## src/rtl/nn_pkg.sv

```systemverilog
// Shared types and dimensions for the digit classifier datapath.
// The output layer and the argmax stage both size their vectors from here.
package nn_pkg;

   localparam int NUM_CLASSES = 10;
   localparam int LOGIT_W     = 16;

   typedef enum logic [1:0] {
      IDLE = 2'd0,
      SCAN = 2'd1,
      HOLD = 2'd2
   } argmax_state_t;

endpackage

```

## src/rtl/argmax_cmp.sv

```systemverilog
// One argmax step: keeps the current best unless the candidate is strictly larger.
// Because the compare is strict, a tie keeps the earlier (lower) index.
module argmax_cmp #(
   parameter int DATA_W = 16,
   parameter int IDX_W  = 4
) (
   input  logic signed [DATA_W-1:0] cand_val,
   input  logic        [IDX_W-1:0]  cand_idx,
   input  logic signed [DATA_W-1:0] best_val,
   input  logic        [IDX_W-1:0]  best_idx,
   output logic signed [DATA_W-1:0] next_val,
   output logic        [IDX_W-1:0]  next_idx
);

   always_comb begin
      next_val = best_val;
      next_idx = best_idx;
      if (cand_val > best_val) begin
         next_val = cand_val;
         next_idx = cand_idx;
      end
   end

endmodule

```

## src/rtl/output_argmax.sv

```systemverilog
// Sequential signed argmax over the output-layer logit vector, one logit per cycle,
// with a valid/ready result port and a saturating count of vectors dropped while busy.
//
// state | meaning
// ------+-----------------------------------------------------------
// IDLE  | waiting for a vector; valid_in is captured immediately
// SCAN  | comparing logit[scan_idx] against the running best
// HOLD  | result presented, waiting for valid_out && ready_in
module output_argmax #(
   parameter int NUM_CLASSES = nn_pkg::NUM_CLASSES,
   parameter int DATA_W      = nn_pkg::LOGIT_W,
   parameter int IDX_W       = $clog2(NUM_CLASSES)
) (
   input  logic                     clk,
   input  logic                     rst,
   input  logic signed [DATA_W-1:0] logits_in [NUM_CLASSES],
   input  logic                     valid_in,
   input  logic                     ready_in,
   output logic        [IDX_W-1:0]  class_out,
   output logic signed [DATA_W-1:0] max_logit,
   output logic                     valid_out,
   output logic                     busy,
   output logic                     overrun,
   output logic        [7:0]        drop_count
);

   import nn_pkg::*;

   argmax_state_t state_q, state_d;

   logic signed [DATA_W-1:0] logit_buf [NUM_CLASSES];
   logic        [IDX_W-1:0]  scan_idx;
   logic        [IDX_W-1:0]  best_idx;
   logic signed [DATA_W-1:0] best_val;
   logic signed [DATA_W-1:0] next_val;
   logic        [IDX_W-1:0]  next_idx;

   logic handshake;
   logic accept;
   logic drop;
   logic last;

   // valid_out is high for the whole of HOLD, so the handshake reduces to ready_in there.
   assign handshake = (state_q == HOLD) && ready_in;
   assign accept    = valid_in && ((state_q == IDLE) || handshake);
   assign drop      = valid_in && !accept;
   assign last      = (scan_idx == IDX_W'(NUM_CLASSES - 1));
   assign busy      = (state_q != IDLE);

   argmax_cmp #(
      .DATA_W (DATA_W),
      .IDX_W  (IDX_W)
   ) u_cmp (
      .cand_val (logit_buf[scan_idx]),
      .cand_idx (scan_idx),
      .best_val (best_val),
      .best_idx (best_idx),
      .next_val (next_val),
      .next_idx (next_idx)
   );

   always_ff @(posedge clk or posedge rst) begin
      if (rst) state_q <= IDLE;
      else     state_q <= state_d;
   end

   always_comb begin
      state_d = state_q;
      case (state_q)
         IDLE:    if (accept) state_d = SCAN;
         SCAN:    if (last)   state_d = HOLD;
         HOLD:    if (handshake) state_d = accept ? SCAN : IDLE;
         default: state_d = IDLE;
      endcase
   end

   // Buffer contents are don't-care after reset; they are only read in SCAN.
   always_ff @(posedge clk) begin
      if (accept) logit_buf <= logits_in;
   end

   always_ff @(posedge clk or posedge rst) begin
      if (rst) begin
         scan_idx   <= '0;
         best_idx   <= '0;
         best_val   <= '0;
         class_out  <= '0;
         max_logit  <= '0;
         valid_out  <= 1'b0;
         overrun    <= 1'b0;
         drop_count <= '0;
      end else begin
         overrun <= drop;
         if (drop && (drop_count != 8'hFF)) drop_count <= drop_count + 8'd1;

         if (handshake) valid_out <= 1'b0;

         if (state_q == SCAN) begin
            best_val <= next_val;
            best_idx <= next_idx;
            scan_idx <= scan_idx + IDX_W'(1);
            if (last) begin
               class_out <= next_idx;
               max_logit <= next_val;
               valid_out <= 1'b1;
            end
         end

         // Element 0 seeds the running best, so scanning starts at index 1.
         if (accept) begin
            best_val <= logits_in[0];
            best_idx <= '0;
            scan_idx <= IDX_W'(1);
         end
      end
   end

endmodule

```

## config.mk

```make
export PLATFORM = sky130hd
export DESIGN_NAME = output_argmax
export DESIGN_NICKNAME = d
export VERILOG_FILES = /design/src/rtl/nn_pkg.sv /design/src/rtl/argmax_cmp.sv /design/src/rtl/output_argmax.sv
export SDC_FILE = /design/constraint.sdc
export NUM_CORES = 1
export LEC_CHECK = 0
export CORE_ASPECT_RATIO = 1.75
export CORE_MARGIN = 4
export CORE_UTILIZATION = 53
export CTS_BUF_LIST = sky130_fd_sc_hd__clkbuf_2 sky130_fd_sc_hd__clkbuf_4 sky130_fd_sc_hd__clkbuf_8
export DETAILED_ROUTE_END_ITERATION = 8
export HOLD_SLACK_MARGIN = 0.08
export PLACE_DENSITY = 0.87
export SLEW_MARGIN = 20
export SYNTH_ARGS = -nofsm -noshare
export SYNTH_HDL_FRONTEND = slang
export SYNTH_HIERARCHICAL = 1
export SYNTH_SLANG_ARGS = --single-unit
```

## constraint.sdc

```tcl
create_clock -name clk -period 4.55 [get_ports clk]
set_input_delay 0.91 -clock clk [delete_from_list [all_inputs] [get_ports clk]]
set_output_delay 0.91 -clock clk [all_outputs]
set_load 0.02 [all_outputs]
```

Word-level counts from Yosys, hierarchy flattened
Index checks and enable logic that the tools add are counted.
{"block": "totals", "reg_bits": 216, "output_inout_bits": 31, "in_bits": 164, "word_cells": 61}
{"block": "classes", "reduce_logical": 11, "eq_ne": 7, "n_addsub": 2, "mux": 19, "magnitude_cmp": 2, "bitwise": 1}
{"op": "$mux W16", "n": 5}
{"op": "$bmux W16 S4", "n": 1}
{"op": "$mux W4", "n": 5}
{"op": "$gt A16 B16 Y1", "n": 1}
{"op": "$add A8 B1 Y8 const B", "n": 1}
{"op": "$ne A8 B8 Y1 const B", "n": 1}
{"op": "$mux W2", "n": 3}
{"op": "$ne A2 B2 Y1 const B", "n": 3}
{"op": "$pmux W2 S3", "n": 1}
{"op": "$ge A5 B5 Y1 const B", "n": 1}
{"op": "$not A4 Y5", "n": 1}
{"op": "$add A4 B1 Y4 const B", "n": 1}
{"op": "$eq A4 B4 Y1 const B", "n": 1}
{"op": "$logic_and A1 B1 Y1", "n": 4}
{"op": "$mux W1", "n": 4}
{"op": "$reduce_bool A2 Y1", "n": 2}
{"op": "$reduce_and A3 Y1", "n": 1}
{"op": "$eq A2 B1 Y1 const B", "n": 1}
{"op": "$eq A2 B2 Y1 const B", "n": 1}
{"op": "$logic_not A2 Y1", "n": 1}
{"op": "$reduce_and A2 Y1", "n": 1}
{"op": "$logic_not A1 Y1", "n": 1}
{"op": "$logic_or A1 B1 Y1", "n": 1}

Depth between registers and ports, before layout
{"block": "logic_depth", "depth_word": 8, "ltp_mapped": 17, "mapped_depth_nobuf": 14}

By module
Netlist, hierarchy kept.
{"mod": "output_argmax", "instances": 1, "seq_area_each_um2": 6206.0, "cells_per_inst": 481, "area_per_inst_um2": 8536.9}
{"mod": "argmax_cmp", "instances": 1, "seq_area_each_um2": 0.0, "cells_per_inst": 81, "area_per_inst_um2": 768.2}

Worst setup path before layout
No wires, ideal clock.
{"block": "synth_timing", "path_type": "input-to-reg", "startpoint": "in ready_in", "endpoint": "reg logit_buf[0] (netlist bit) (enable)", "t_required_ps": 4099, "stages": 3, "setup_time_ps": 451, "slack_ps": 781, "arrival_ps": 3318, "path_buffers": 1, "path_cell_list": "nor2b_4 -> nor3b_4 -> buf_2"}
{"block": "synth_between", "elab_chain_len": 3}
{"item": "from (decl)", "line_no": "output_argmax.sv:18", "text": "input logic ready_in,"}
{"item": "$logic_and A1 B1 Y1", "line_no": "output_argmax.sv:44", "text": "assign handshake = (state_q == HOLD) && ready_in;"}
{"item": "$logic_or A1 B1 Y1", "line_no": "output_argmax.sv:45", "text": "assign accept = valid_in && ((state_q == IDLE) || handshake);"}
{"item": "$logic_and A1 B1 Y1", "line_no": "output_argmax.sv:45"}
{"item": "net accept", "line_no": "output_argmax.sv:39", "text": "logic accept;"}
{"item": "to (signal assigned)", "line_no": "output_argmax.sv:79", "text": "if (accept) logit_buf <= logits_in;"}
{"item": "to (decl)", "line_no": "output_argmax.sv:31", "text": "logic signed [DATA_W-1:0] logit_buf [NUM_CLASSES];"}
The timed path passes the listed nets, and every way through them passes these cells.
A chain may end at the register's enable or synchronous reset.

Worst setup path in the final report
{"block": "layout_timing", "startpoint": "reg scan_idx[0]", "endpoint": "reg best_val[7]"}
{"block": "layout_between", "elab_chain_len": 8}
{"item": "from (decl)", "line_no": "output_argmax.sv:32", "text": "logic [IDX_W-1:0] scan_idx;"}
{"item": "from (signal assigned)", "line_no": "output_argmax.sv:101", "text": "scan_idx <= scan_idx + IDX_W'(1);"}
{"item": "$not A4 Y5 (not written as such) *", "line_no": "output_argmax.sv:54", "text": ".cand_val (logit_buf[scan_idx]),"}
{"item": "$bmux W16 S4 *", "line_no": "output_argmax.sv:54"}
{"item": "$mux W16 (not written as such) * (2 in a row)", "line_no": "output_argmax.sv:54"}
{"item": "$gt A16 B16 Y1", "line_no": "argmax_cmp.sv:18", "text": "if (cand_val > best_val) begin"}
{"item": "$mux W16 *", "line_no": "argmax_cmp.sv:18"}
{"item": "net next_val[7]", "line_no": "output_argmax.sv:35", "text": "logic signed [DATA_W-1:0] next_val;"}
{"item": "$mux W16 *", "line_no": "output_argmax.sv:98", "text": "if (state_q == SCAN) begin"}
{"item": "$mux W16 *", "line_no": "output_argmax.sv:110", "text": "if (accept) begin"}
{"item": "to (signal assigned)", "line_no": "output_argmax.sv:99", "text": "best_val <= next_val;"}
{"item": "to (signal assigned)", "line_no": "output_argmax.sv:111", "text": "best_val <= logits_in[0];"}
{"item": "to (decl)", "line_no": "output_argmax.sv:34", "text": "logic signed [DATA_W-1:0] best_val;"}
Mark *: on every way through the listed nets, which the timed path passes. The rest lies on a longest branch. The select of a mux whose other input is x is not followed.

==> results.yml <==
timing:
  finalHoldViolations: 0
  finClkSkew_ns: 0.02178
  clock.fmax_mhz: 234.7
  rsz0062_at_grt: "false"
  finalMaxSlewViolations: 0
  slew_headroom_pct: 55.80
  setup_viol: 0
  setup_tns_ns: 0
  post-route-period-util_pct: 93.65
  worstMarginPinSlew_ns: 0.6615
  post-route-min-period_ns: 4.261
power:
  p_int_w: 0.005578
  p_leak_nw: 4.691
  net-switching-power_w: 0.002951
  p_comb_share_pct: 46.9
  pwr-share-clk_pct: 18.9
  power.total_w: 0.008529
  p_seq_share_pct: 34.3
  vdd_drop_max_mv: 0.4701
  p_sw_share_pct: 34.60
  p_per_area_nw_per_um2: 702.3
final_layout:
  final_nets: 959
  final_util_pct: 71.00
  fill_cells: 1098
  design_area_um2: 12140
  drive_gt1_share_pct: 19.30
  area_growth_pct: 30.51
clock_tree:
  cts.clk_slew.worst_paths_ns: 0.07
  cts_sinks: 216
  clock_latency_ns: 0.55
  cts_tree: "built"
  cts_setup_buffers: 0
  ctsHoldBuffers: 0
  post_cts_resized: 0
  root_buffer: "clkbuf_8"
  clockBufferDepth: 3
  cts_buffers: 29
  h-tree-depth: 1
critical_path:
  critPathKind: "flop to flop"
  crit_required_ns: 4.98
  startpoint: "scan_idx[0]$_DFFE_PP0P_"
  end_kind: "flop"
  cp_cell_sequence: "buf_4 -> buf_4 -> mux4_2 -> o221ai_1 -> o21ai_0 -> ha_1 -> o211ai_1 -> a2111oi_4 -> o21ai_1 -> a21oi_4 -> buf_4 -> mux2_4 -> a22o_1 -> a21o_1"
  cpMaxStageDelayCell: "dfrtp_4"
  timing.rr.start: "scan_idx[0]$_DFFE_PP0P_"
  crit_path_frequent_cell: "buf_4"
  crit_fanout: 14
  cp-start-kind: "flop"
  cp_slowest_stage_delay_ns: 0.60
  critical_path_buf_inv_count: 3
  crit_family: "compound AO/OA/AOI/OAI gates"
  critPathArrivalTime_ns: 4.70
placed_design:
  place_hpwl_um: 16080
  dpl_cell_area_um2: 11480
  globalplace.congestion: 0.8007
  portBuffers: 194
synthesis:
  ys_ff_latch: 216
  yosys-top-cells-count: "160 x edfxtp_1, 56 x dfrtp_1, 38 x mux2_2, 33 x mux2i_1, 21 x nand2_1"
  synth_flop_cell: "edfxtp_1"
  synth.avg_cell_area_um2: 16.56
  synth_most_common_cell: "edfxtp_1"
  synth-async-reset-ratio_pct: 25.93
  netlist_area_um2: 9305
  synth_cells: 562
  synth_top_cell_area_share_pct: 51.63
  synth_edf_count: 160
  syn_nets: 745
  yosysSeqAreaShare_pct: 66.69
  synthTopCellsByArea: "edfxtp_1 52%, dfrtp_1 15%, mux2_2 4.6%, mux4_2 3.9%, mux2i_1 3.5%"
  yosys.cell_types.count: 46
  yosysTopAreaCell: "edfxtp_1"
  yosys_warnings: 6
detailed_routing:
  wire_per_inst_um: 21.39
  routed_wl_um: 21990
  drtIter0Drc: 315
  dr.pass1.iters: 5
  avgViaCountPerCell: 5.650
  num_vias: 5808
  antenna_left: 0
  drcViolationCount: 0
floorplan:
  design.portCount: 195
  core_area_um2: 17110
  start_util_pct: 54.40
  chipHeight_um: 183.3
  rows: 63
  die-width_um: 108.2
  dieArea_um2: 19820
status:
  status: "complete, no violations"
global_route:
  grt_overflow_total: 0
  grt_start_max_net_pins: 110
  antenna_found_initial: 3
  grt_usage_pct: 21.82
  grt_pass1_vias: 6416
  grt_pass1_wl_um: 33350
flow_run:
  cap_violations: 0
hold_path:
  hold_class: "flop to flop"
  hold_start: "drop_count[7]$_DFFE_PP0P_"
==> worst reg2reg max path, delay by kind of cell (launching register included) <==
family / cells / cell delay [ns]
DFF: 1 / 0.60
AOI/OAI and AO/OA: 8 / 1.49
buffers and inverters: 3 / 0.82
muxes: 2 / 0.85
adders and majority gates: 1 / 0.38
==> power groups by stage <==
stage                     Sequential (W)  Combinational [W]  Clock [W]
after floorplan                  0.00299            0.00287          0
after global placement           0.00294            0.00377          0
after detailed placement         0.00298            0.00395          0
after CTS                        0.00294            0.00396    0.00164
after global routing             0.00297            0.00429    0.00172
final                            0.00292            0.00400    0.00161
==> layout by cell type (no fill, tap or decap), types with 6 or more instances in the layout <==
master,synthesis,routed
a21o_1,19,19
a21oi_1,11,11
a22o_1,16,16
a31oi_1,16,16
buf_4,6,17
clkbuf_4,0,11
clkbuf_8,0,32
clkdlybuf4s50_1,0,194
dfrtp_1,56,55
edfxtp_1,160,160
ha_1,19,19
inv_1,20,19
mux2_2,38,38
mux2_4,20,20
mux2i_1,33,33
mux4_2,16,16
nand2_1,21,21
nor2_1,7,6
o21ai_0,19,19
o221ai_1,16,16
==> path summary, 6_finish.rpt <==
path	to	slack [ns]	depth (start not counted)
worst max register to register	best_val[7]$_DFFE_PP0P_	0.29	14
worst min register to register	drop_count[7]$_DFFE_PP0P_	0.51	1
max in group asynchronous	scan_idx[0]$_DFFE_PP0P_	2.96	3
worst max-delay path	best_val[7]$_DFFE_PP0P_	0.29	14
min in group asynchronous	max_logit[11]$_DFFE_PP0P_	0.74	2
worst min-delay path	drop_count[7]$_DFFE_PP0P_	0.51	1
==> logic make-up after synthesis <==
| group | count (synthesis) | synth area share (%) |
|---|---|---|
| buffers and inverters | 50 | 3.160 |
| adders and majority gates | 19 | 2.555 |
| and+or+nand+nor | 55 | 3.335 |
| xor gates and xnor gates | 7 | 0.6589 |
| muxes | 107 | 15.25 |
| DFF | 216 | 66.69 |
| AOI/OAI and AO/OA | 108 | 8.350 |
==> stage by stage <==
| step | setup WS (ns) | std cells | hold slack, ns |
|---|---|---|---|
| 6_report | 0.2889 | 1028 | 0.5093 |
| 5_1_grt | 0.06761 | 1028 | 0.5396 |
| 4_1_cts | 0.1599 | 1024 | 0.5087 |
| 3_5_place_dp | 0.1796 | 971 | 0.4936 |
| 3_3_place_gp | 0.3080 | 971 | 0.4823 |
| 2_1_floorplan | 0.7808 | 562 | 0.4715 |
==> registers in the layout, indices dropped and copies added (netlist names) <==
signal / cells
best_idx: 4
best_val: 16
class_out: 4
drop_count: 8
logit_buf: 160
max_logit: 16
overrun: 1
scan_idx: 4
state_q: 2
valid_out: 1
==> final cells by class <==
cell class / count / area [um^2] / area share (%)
timing repair buffer: 213 / 2101 / 17.30
tap: 227 / 284.0 / 2.339
multi-input combinational: 296 / 2823 / 23.24
antenna: 3 / 7.507 / 0.06182
inverter: 20 / 75.07 / 0.6182
sequential: 216 / 6210 / 51.13
clock buffer: 43 / 523.0 / 4.307
clock inverter: 10 / 121.4 / 0.9994
==> metal layers <==
layer  share of wire [%]  vias up  track usage, %
met4                 3.6        0           8.797
met1                  35     2900           25.14
met5                   0        -               0
met2                  55      229           40.33
li1                    -     2627               -
met3                 5.7       52           2.959
No activity file was read; power rests on OpenSTA's default activity.
